===== config.mk =====
export PLATFORM = sky130hd
export DESIGN_NAME = ram_4x4_bist
export DESIGN_NICKNAME = d
export VERILOG_FILES = /design/src/rtl/ram_bist_pkg.sv /design/src/rtl/bist_addr_seq.sv /design/src/rtl/ram_4x4_bist.sv
export SDC_FILE = /design/constraint.sdc
export NUM_CORES = 1
export LEC_CHECK = 0
export CELL_PAD_IN_SITES_DETAIL_PLACEMENT = 0
export CELL_PAD_IN_SITES_GLOBAL_PLACEMENT = 1
export CORE_MARGIN = 2
export CORE_UTILIZATION = 37
export DETAILED_ROUTE_END_ITERATION = 6
export PLACE_DENSITY_LB_ADDON = 0.1
export SLEW_MARGIN = 10
export SYNTH_ARGS = -nofsm -noshare
export SYNTH_HDL_FRONTEND = slang
export SYNTH_SLANG_ARGS = --single-unit

===== constraint.sdc =====
create_clock -name clk -period 3.65 [get_ports clk]
set_clock_uncertainty 0.2 [all_clocks]
set_input_delay 0.365 -clock clk [delete_from_list [all_inputs] [get_ports clk]]
set_output_delay 0.365 -clock clk [all_outputs]
set_load 0.1 [all_outputs]

===== src/rtl/ram_bist_pkg.sv =====
// Shared definitions for the 4x4 RAM March C- self-test: FSM states,
// the march element table and small word helpers.
package ram_bist_pkg;

    typedef enum logic [1:0] {
        ST_IDLE = 2'd0,
        ST_RUN  = 2'd1,
        ST_DONE = 2'd2
    } state_t;

    typedef enum logic [1:0] {
        OP_NONE = 2'd0,
        OP_WR   = 2'd1,
        OP_RD   = 2'd2
    } op_t;

    // One march element: address direction, up to two ops, and the data
    // polarity of each op (0 = background word, 1 = its complement).
    typedef struct packed {
        logic desc;
        op_t  op1;
        logic pol1;
        op_t  op2;
        logic pol2;
    } march_elem_t;

    localparam int NUM_ELEM = 6;
    localparam int NUM_BG   = 2;

    localparam logic [2:0] LAST_ELEM = 3'(NUM_ELEM - 1);

    localparam march_elem_t ELEM_0 = '{desc: 1'b0, op1: OP_WR, pol1: 1'b0, op2: OP_NONE, pol2: 1'b0};
    localparam march_elem_t ELEM_1 = '{desc: 1'b0, op1: OP_RD, pol1: 1'b0, op2: OP_WR,   pol2: 1'b1};
    localparam march_elem_t ELEM_2 = '{desc: 1'b0, op1: OP_RD, pol1: 1'b1, op2: OP_WR,   pol2: 1'b0};
    localparam march_elem_t ELEM_3 = '{desc: 1'b1, op1: OP_RD, pol1: 1'b0, op2: OP_WR,   pol2: 1'b1};
    localparam march_elem_t ELEM_4 = '{desc: 1'b1, op1: OP_RD, pol1: 1'b1, op2: OP_WR,   pol2: 1'b0};
    localparam march_elem_t ELEM_5 = '{desc: 1'b1, op1: OP_RD, pol1: 1'b0, op2: OP_NONE, pol2: 1'b0};
    localparam march_elem_t ELEM_NIL = '{desc: 1'b0, op1: OP_NONE, pol1: 1'b0, op2: OP_NONE, pol2: 1'b0};

    function automatic march_elem_t march_elem(input logic [2:0] idx);
        case (idx)
            3'd0:    return ELEM_0;
            3'd1:    return ELEM_1;
            3'd2:    return ELEM_2;
            3'd3:    return ELEM_3;
            3'd4:    return ELEM_4;
            3'd5:    return ELEM_5;
            default: return ELEM_NIL;
        endcase
    endfunction

    function automatic op_t elem_op(input march_elem_t el, input logic op_idx);
        return op_idx ? el.op2 : el.op1;
    endfunction

    function automatic logic elem_pol(input march_elem_t el, input logic op_idx);
        return op_idx ? el.pol2 : el.pol1;
    endfunction

    function automatic logic [3:0] bg_word(input logic [3:0] bg, input logic pol);
        return pol ? ~bg : bg;
    endfunction

endpackage


===== src/rtl/bist_addr_seq.sv =====
// Two-bit up/down address counter for the march walk. Loads to 0 or 3
// at the start of an element and flags the final address of the walk.
module bist_addr_seq (
    input  logic       clk,
    input  logic       rst,
    input  logic       load,
    input  logic       load_hi,
    input  logic       step,
    input  logic       down,
    output logic [1:0] addr,
    output logic       last
);

    // Address register: load has priority over stepping.
    always_ff @(posedge clk) begin
        if (rst) begin
            addr <= 2'd0;
        end else if (load) begin
            addr <= load_hi ? 2'd3 : 2'd0;
        end else if (step) begin
            addr <= down ? addr - 2'd1 : addr + 2'd1;
        end
    end

    assign last = down ? (addr == 2'd0) : (addr == 2'd3);

endmodule


===== src/rtl/ram_4x4_bist.sv =====
// March C- self-test initiator for the 4-word x 4-bit RAM. Walks the six
// march elements over two data backgrounds, stops on the first miscompare
// and reports the failing address, expected and received words.
module ram_4x4_bist
    import ram_bist_pkg::*;
#(
    parameter logic [3:0]  BG_A      = 4'h0,
    parameter logic [3:0]  BG_B      = 4'h5,
    parameter int unsigned READ_WAIT = 1
) (
    input  logic       clk,
    input  logic       rst,
    input  logic       start,
    output logic       busy,
    output logic       done,
    output logic       pass,
    output logic [1:0] fail_addr,
    output logic [3:0] fail_exp,
    output logic [3:0] fail_got,
    output logic [3:0] ram_data_in,
    output logic [1:0] ram_ad,
    output logic       ram_en,
    output logic       ram_rdwr,
    input  logic [3:0] ram_data_out
);

    localparam logic [1:0] WAIT_LAST = 2'(READ_WAIT);
    localparam logic       BG_LAST   = 1'(NUM_BG - 1);

    state_t      state;
    logic        bg_idx;
    logic [2:0]  elem_idx;
    logic        op_idx;
    logic [1:0]  wait_cnt;

    march_elem_t cur_el;
    march_elem_t nxt_el;
    logic        cur_rd;
    logic [3:0]  cur_word;
    logic        op_end;
    logic        miscmp;

    logic        nxt_bg;
    logic [2:0]  nxt_elem;
    logic        nxt_op;
    logic        nxt_rd;
    logic [3:0]  nxt_word;
    logic        run_end;

    logic        seq_load;
    logic        seq_load_hi;
    logic        seq_step;
    logic        seq_down;
    logic        seq_last;

    bist_addr_seq u_addr_seq (
        .clk     (clk),
        .rst     (rst),
        .load    (seq_load),
        .load_hi (seq_load_hi),
        .step    (seq_step),
        .down    (seq_down),
        .addr    (ram_ad),
        .last    (seq_last)
    );

    // Decode the op currently on the RAM pins and decide whether it ends
    // this cycle; reads are only compared in their final held cycle.
    always_comb begin
        cur_el   = march_elem(elem_idx);
        cur_rd   = (elem_op(cur_el, op_idx) == OP_RD);
        cur_word = bg_word(bg_idx ? BG_B : BG_A, elem_pol(cur_el, op_idx));
        op_end   = !cur_rd || (wait_cnt == WAIT_LAST);
        miscmp   = (state == ST_RUN) && cur_rd && op_end && (ram_data_out != cur_word);
    end

    // Work out the position of the next op and steer the address counter.
    always_comb begin
        nxt_bg      = bg_idx;
        nxt_elem    = elem_idx;
        nxt_op      = 1'b0;
        run_end     = 1'b0;
        seq_load    = 1'b0;
        seq_load_hi = 1'b0;
        seq_step    = 1'b0;
        seq_down    = cur_el.desc;
        if (state != ST_RUN) begin
            seq_load = start;
        end else if (miscmp) begin
            seq_load = 1'b1;
        end else if (op_end) begin
            if (!op_idx && (cur_el.op2 != OP_NONE)) begin
                nxt_op = 1'b1;
            end else if (!seq_last) begin
                seq_step = 1'b1;
            end else begin
                seq_load = 1'b1;
                if (elem_idx == LAST_ELEM) begin
                    nxt_elem = 3'd0;
                    if (bg_idx == BG_LAST) begin
                        run_end = 1'b1;
                    end else begin
                        nxt_bg = bg_idx + 1'b1;
                    end
                end else begin
                    nxt_elem = elem_idx + 3'd1;
                end
            end
        end
        nxt_el      = march_elem(nxt_elem);
        seq_load_hi = seq_load && (state == ST_RUN) && !miscmp && nxt_el.desc;
        nxt_rd      = (elem_op(nxt_el, nxt_op) == OP_RD);
        nxt_word    = bg_word(nxt_bg ? BG_B : BG_A, elem_pol(nxt_el, nxt_op));
    end

    // Control FSM with registered status and RAM-side outputs.
    always_ff @(posedge clk) begin
        if (rst) begin
            state       <= ST_IDLE;
            busy        <= 1'b0;
            done        <= 1'b0;
            pass        <= 1'b0;
            fail_addr   <= 2'd0;
            fail_exp    <= 4'h0;
            fail_got    <= 4'h0;
            ram_en      <= 1'b0;
            ram_rdwr    <= 1'b1;
            ram_data_in <= 4'h0;
            bg_idx      <= 1'b0;
            elem_idx    <= 3'd0;
            op_idx      <= 1'b0;
            wait_cnt    <= 2'd0;
        end else begin
            case (state)
                ST_IDLE, ST_DONE: begin
                    if (start) begin
                        state       <= ST_RUN;
                        busy        <= 1'b1;
                        done        <= 1'b0;
                        pass        <= 1'b0;
                        fail_addr   <= 2'd0;
                        fail_exp    <= 4'h0;
                        fail_got    <= 4'h0;
                        bg_idx      <= 1'b0;
                        elem_idx    <= 3'd0;
                        op_idx      <= 1'b0;
                        wait_cnt    <= 2'd0;
                        ram_en      <= 1'b1;
                        ram_rdwr    <= (ELEM_0.op1 == OP_RD);
                        ram_data_in <= bg_word(BG_A, ELEM_0.pol1);
                    end
                end
                ST_RUN: begin
                    if (miscmp) begin
                        state       <= ST_DONE;
                        busy        <= 1'b0;
                        done        <= 1'b1;
                        pass        <= 1'b0;
                        fail_addr   <= ram_ad;
                        fail_exp    <= cur_word;
                        fail_got    <= ram_data_out;
                        ram_en      <= 1'b0;
                        ram_rdwr    <= 1'b1;
                        ram_data_in <= 4'h0;
                    end else if (!op_end) begin
                        wait_cnt <= wait_cnt + 2'd1;
                    end else if (run_end) begin
                        state       <= ST_DONE;
                        busy        <= 1'b0;
                        done        <= 1'b1;
                        pass        <= 1'b1;
                        ram_en      <= 1'b0;
                        ram_rdwr    <= 1'b1;
                        ram_data_in <= 4'h0;
                        wait_cnt    <= 2'd0;
                    end else begin
                        bg_idx      <= nxt_bg;
                        elem_idx    <= nxt_elem;
                        op_idx      <= nxt_op;
                        wait_cnt    <= 2'd0;
                        ram_rdwr    <= nxt_rd;
                        ram_data_in <= nxt_rd ? 4'h0 : nxt_word;
                    end
                end
                default: begin
                    state <= ST_IDLE;
                end
            endcase
        end
    end

endmodule


==> results.toml <==
[clock_network]
clock_latency_ns = 0.27
ctsRootBufferMaster = "clkbuf_8"
cts_tree = "done"
clock_sinks = 25
cts_buffers = 3
cts-htree-levels = 1
post_cts_buffers = 0
clk_pin_slew_worst_paths_ns = 0.09
cts_max_path_buffers = 2

[die]
row_count = 23
ioPinCount = 28
start_util = 0.385
core_um2 = 4030
die_h_um = 68.8
dieArea_um2 = 4730
fp.dieW_um = 68.8

[worst_setup_path]
worstPathCellList = "inv_1 > ha_1 > and2_1 > a211oi_2 > o21ai_1 > and3_1 > nor2_1 > mux2_1 > a221oi_1 > nor2_1 > nand2_1 > o22ai_1"
max_stage_delay_ns = 0.47
critPathTopFamily = "simple AND/OR/NAND/NOR gates"
cp-start-kind = "flop"
critPathKind = "flop to flop"
crit_fanout = 12
crit_required_ns = 3.57
cpMaxStageDelayCell = "dfxtp_2"
cp-end-kind = "flop"
critPathBufInv = 1
path_common_cell = "nor2_1"
cp.arrival_ns = 3.14

[cells_and_area]
area_growth_pct = 20.6
drive_gt1_frac = 0.0873
n_fill_cell = 413
diodes = 0
fin_area_um2 = 1870
final_nets = 239
finalNonFillerCells = 279

[synth]
ys_types = 48
ys.warnings.count = 0
postSynthCellCount = 210
ys_ff_latch = 25
syn_avg_cell_area_um2 = 7.39
synth_area_leaders = "dfxtp_1 (32%), a21oi_1 (8.7%), nor2_1 (7.3%), nand2_1 (5.3%), nand3_1 (2.9%)"
ys_async_sr_fraction = 0
yosysSeqAreaShare = 0.323
yosysTopAreaCell = "dfxtp_1"
dominantRegCellSynth = "dfxtp_1"
post-synth-top-count-cell = "nor2_1"
synth_edf_count = 0
synthesis.area_um2 = 1550
synth_fp_nets = 219
synthTopCellsByCount = "nor2_1 (30), a21oi_1 (27), dfxtp_1 (25)"
synth_top_area_share = 0.323

[route]
first_pass_iters = 4
drt_iter0_markers = 51
drtAntennaViolNets = 0
drc = 0
num_vias = 1481
wl_per_cell_um = 15.1
via_per_inst = 5.31
drt_wl_total_um = 4220

[global_route]
grt_pass1_wl_um = 6820
grt_pass1_vias = 1420
track_usage = 0.194
grt_max_degree = 27
use_met1 = 0.259
grt-busiest-layer = "met2"
grtUsageMet2 = 0.326
overflow = 0
antenna_found_initial = 0
met3_usage = 0.0260

[power]
power_frac_comb = 0.171
power_leakage_nw = 0.615
power_density_nw_per_um2 = 294
pwr-share-clk = 0.315
p_int_w = 0.000382
p_switching_w = 0.000168
p_seq_frac = 0.514
switching_share = 0.306
vdd_drop_max_mv = 0.172

[timing]
fin_crit_sh = 0.880
setup_tns_ns = 0
hold_viol_final = 0
worst_slack_ns = 0.436
slew_violations = 0
setup_viol = 0
rsz0062_at_grt = "false"
worst_pin_slew_ns = 1.03
slew_headroom = 0.314
max_freq_ghz = 0.311
min_period_ns = 3.21

[place]
dp.cells = 275
placed_area_um2 = 1820
place.gp.congestion = 0.864
place_worst_setup_slack_ns = 0.333
portBuffers = 27
hpwl_um = 3050

[status]
status = "finished, final reports clean"

[min_path]
hold_path_class = "flop to flop"

[flow_run]
drv_cap = 0
worst paths after layout:
path,startpoint,end,slack (ns),cells past startpoint
hold / removal,fail_addr[1]$_SDFFE_PP0P_,fail_addr[1]$_SDFFE_PP0P_,0.27,2
setup / recovery,elem_idx[2]$_SDFFE_PP0P_,ram_data_in[2]$_SDFFE_PP0P_,0.44,12
setup reg to reg,elem_idx[2]$_SDFFE_PP0P_,ram_data_in[2]$_SDFFE_PP0P_,0.44,12
hold reg to reg,fail_addr[1]$_SDFFE_PP0P_,fail_addr[1]$_SDFFE_PP0P_,0.27,2
kinds of logic after synthesis:
logic type                 Yosys count  synth area share
and+or+nand+nor                     96             0.310
AOI/OAI and AO/OA                   58             0.235
DFF                                 25             0.323
buffers and inverters               22            0.0750
xor gates and xnor gates             6            0.0339
adders and majority gates            2            0.0161
muxes                                1           0.00726
cells in the final DEF, fill, tap and decap left out, types with 3 or more instances in the layout:
cell / n
nor2_1: 30
a21oi_1: 27
clkdlybuf4s50_1: 27
dfxtp_1: 24
nand2_1: 22
nand3_1: 9
o21ai_0: 7
inv_1: 5
nor3_1: 5
buf_4: 5
nor2b_1: 4
or3_1: 4
nand2b_1: 4
xnor2_1: 4
and2_1: 3
o21ai_1: 3
nor3b_1: 3
o21ai_2: 3
a211oi_1: 3
a31oi_1: 3
clkbuf_8: 3
layer usage:
layer	routed length, um	share of wire
met1	2040	0.48
met2	1990	0.47
met3	137	0.032
met4	49	0.012
met5	0	0
power groups by stage:
stage                     Combinational [W]  Sequential, W  Clock, W
final                             0.0000940       0.000283  0.000173
after global routing               0.000101       0.000284  0.000187
after CTS                         0.0000941       0.000283  0.000178
after detailed placement          0.0000937       0.000289         0
after global placement            0.0000938       0.000289         0
after floorplan                   0.0000407       0.000316         0
cell type report:
cell class | count | area [um^2] | share of cell area
clock buffers | 4 | 45.0 | 0.0241
inverters | 5 | 18.8 | 0.0100
multi-input cells | 163 | 935 | 0.500
flip-flops and latches | 25 | 502 | 0.268
well taps | 50 | 62.6 | 0.0334
repair buffers | 32 | 308 | 0.165
state kept, by name (all words and copies together), names as in the netlist, 2 cells and up:
register / count
state: 2
wait_cnt: 2
fail_got: 4
ram_data_in: 2
u_addr_seq.addr: 2
fail_exp: 2
fail_addr: 2
elem_idx: 3
stage by stage:
step / hold WS [ns] / utilization / total power [W]
final: 0.272 / 0.464 / 0.000550
after global routing: 0.292 / 0.464 / 0.000572
after CTS: 0.279 / 0.464 / 0.000555
after detailed placement: 0.266 / 0.453 / 0.000383
after global placement: 0.254 / 0.453 / 0.000383
after floorplan: 0.254 / - / 0.000357
what timing repair did:
item	CTS	global route
endpoints found under the setup margin	0	1
resized for setup	0	1
hold buffers	0	0
worst min-delay path, cell delays in order (launching register included):
cell	delay [ns]
dfxtp_1	0.32
nand3_1	0.06
a21oi_1	0.06
No activity file was read; power rests on OpenSTA's default activity.
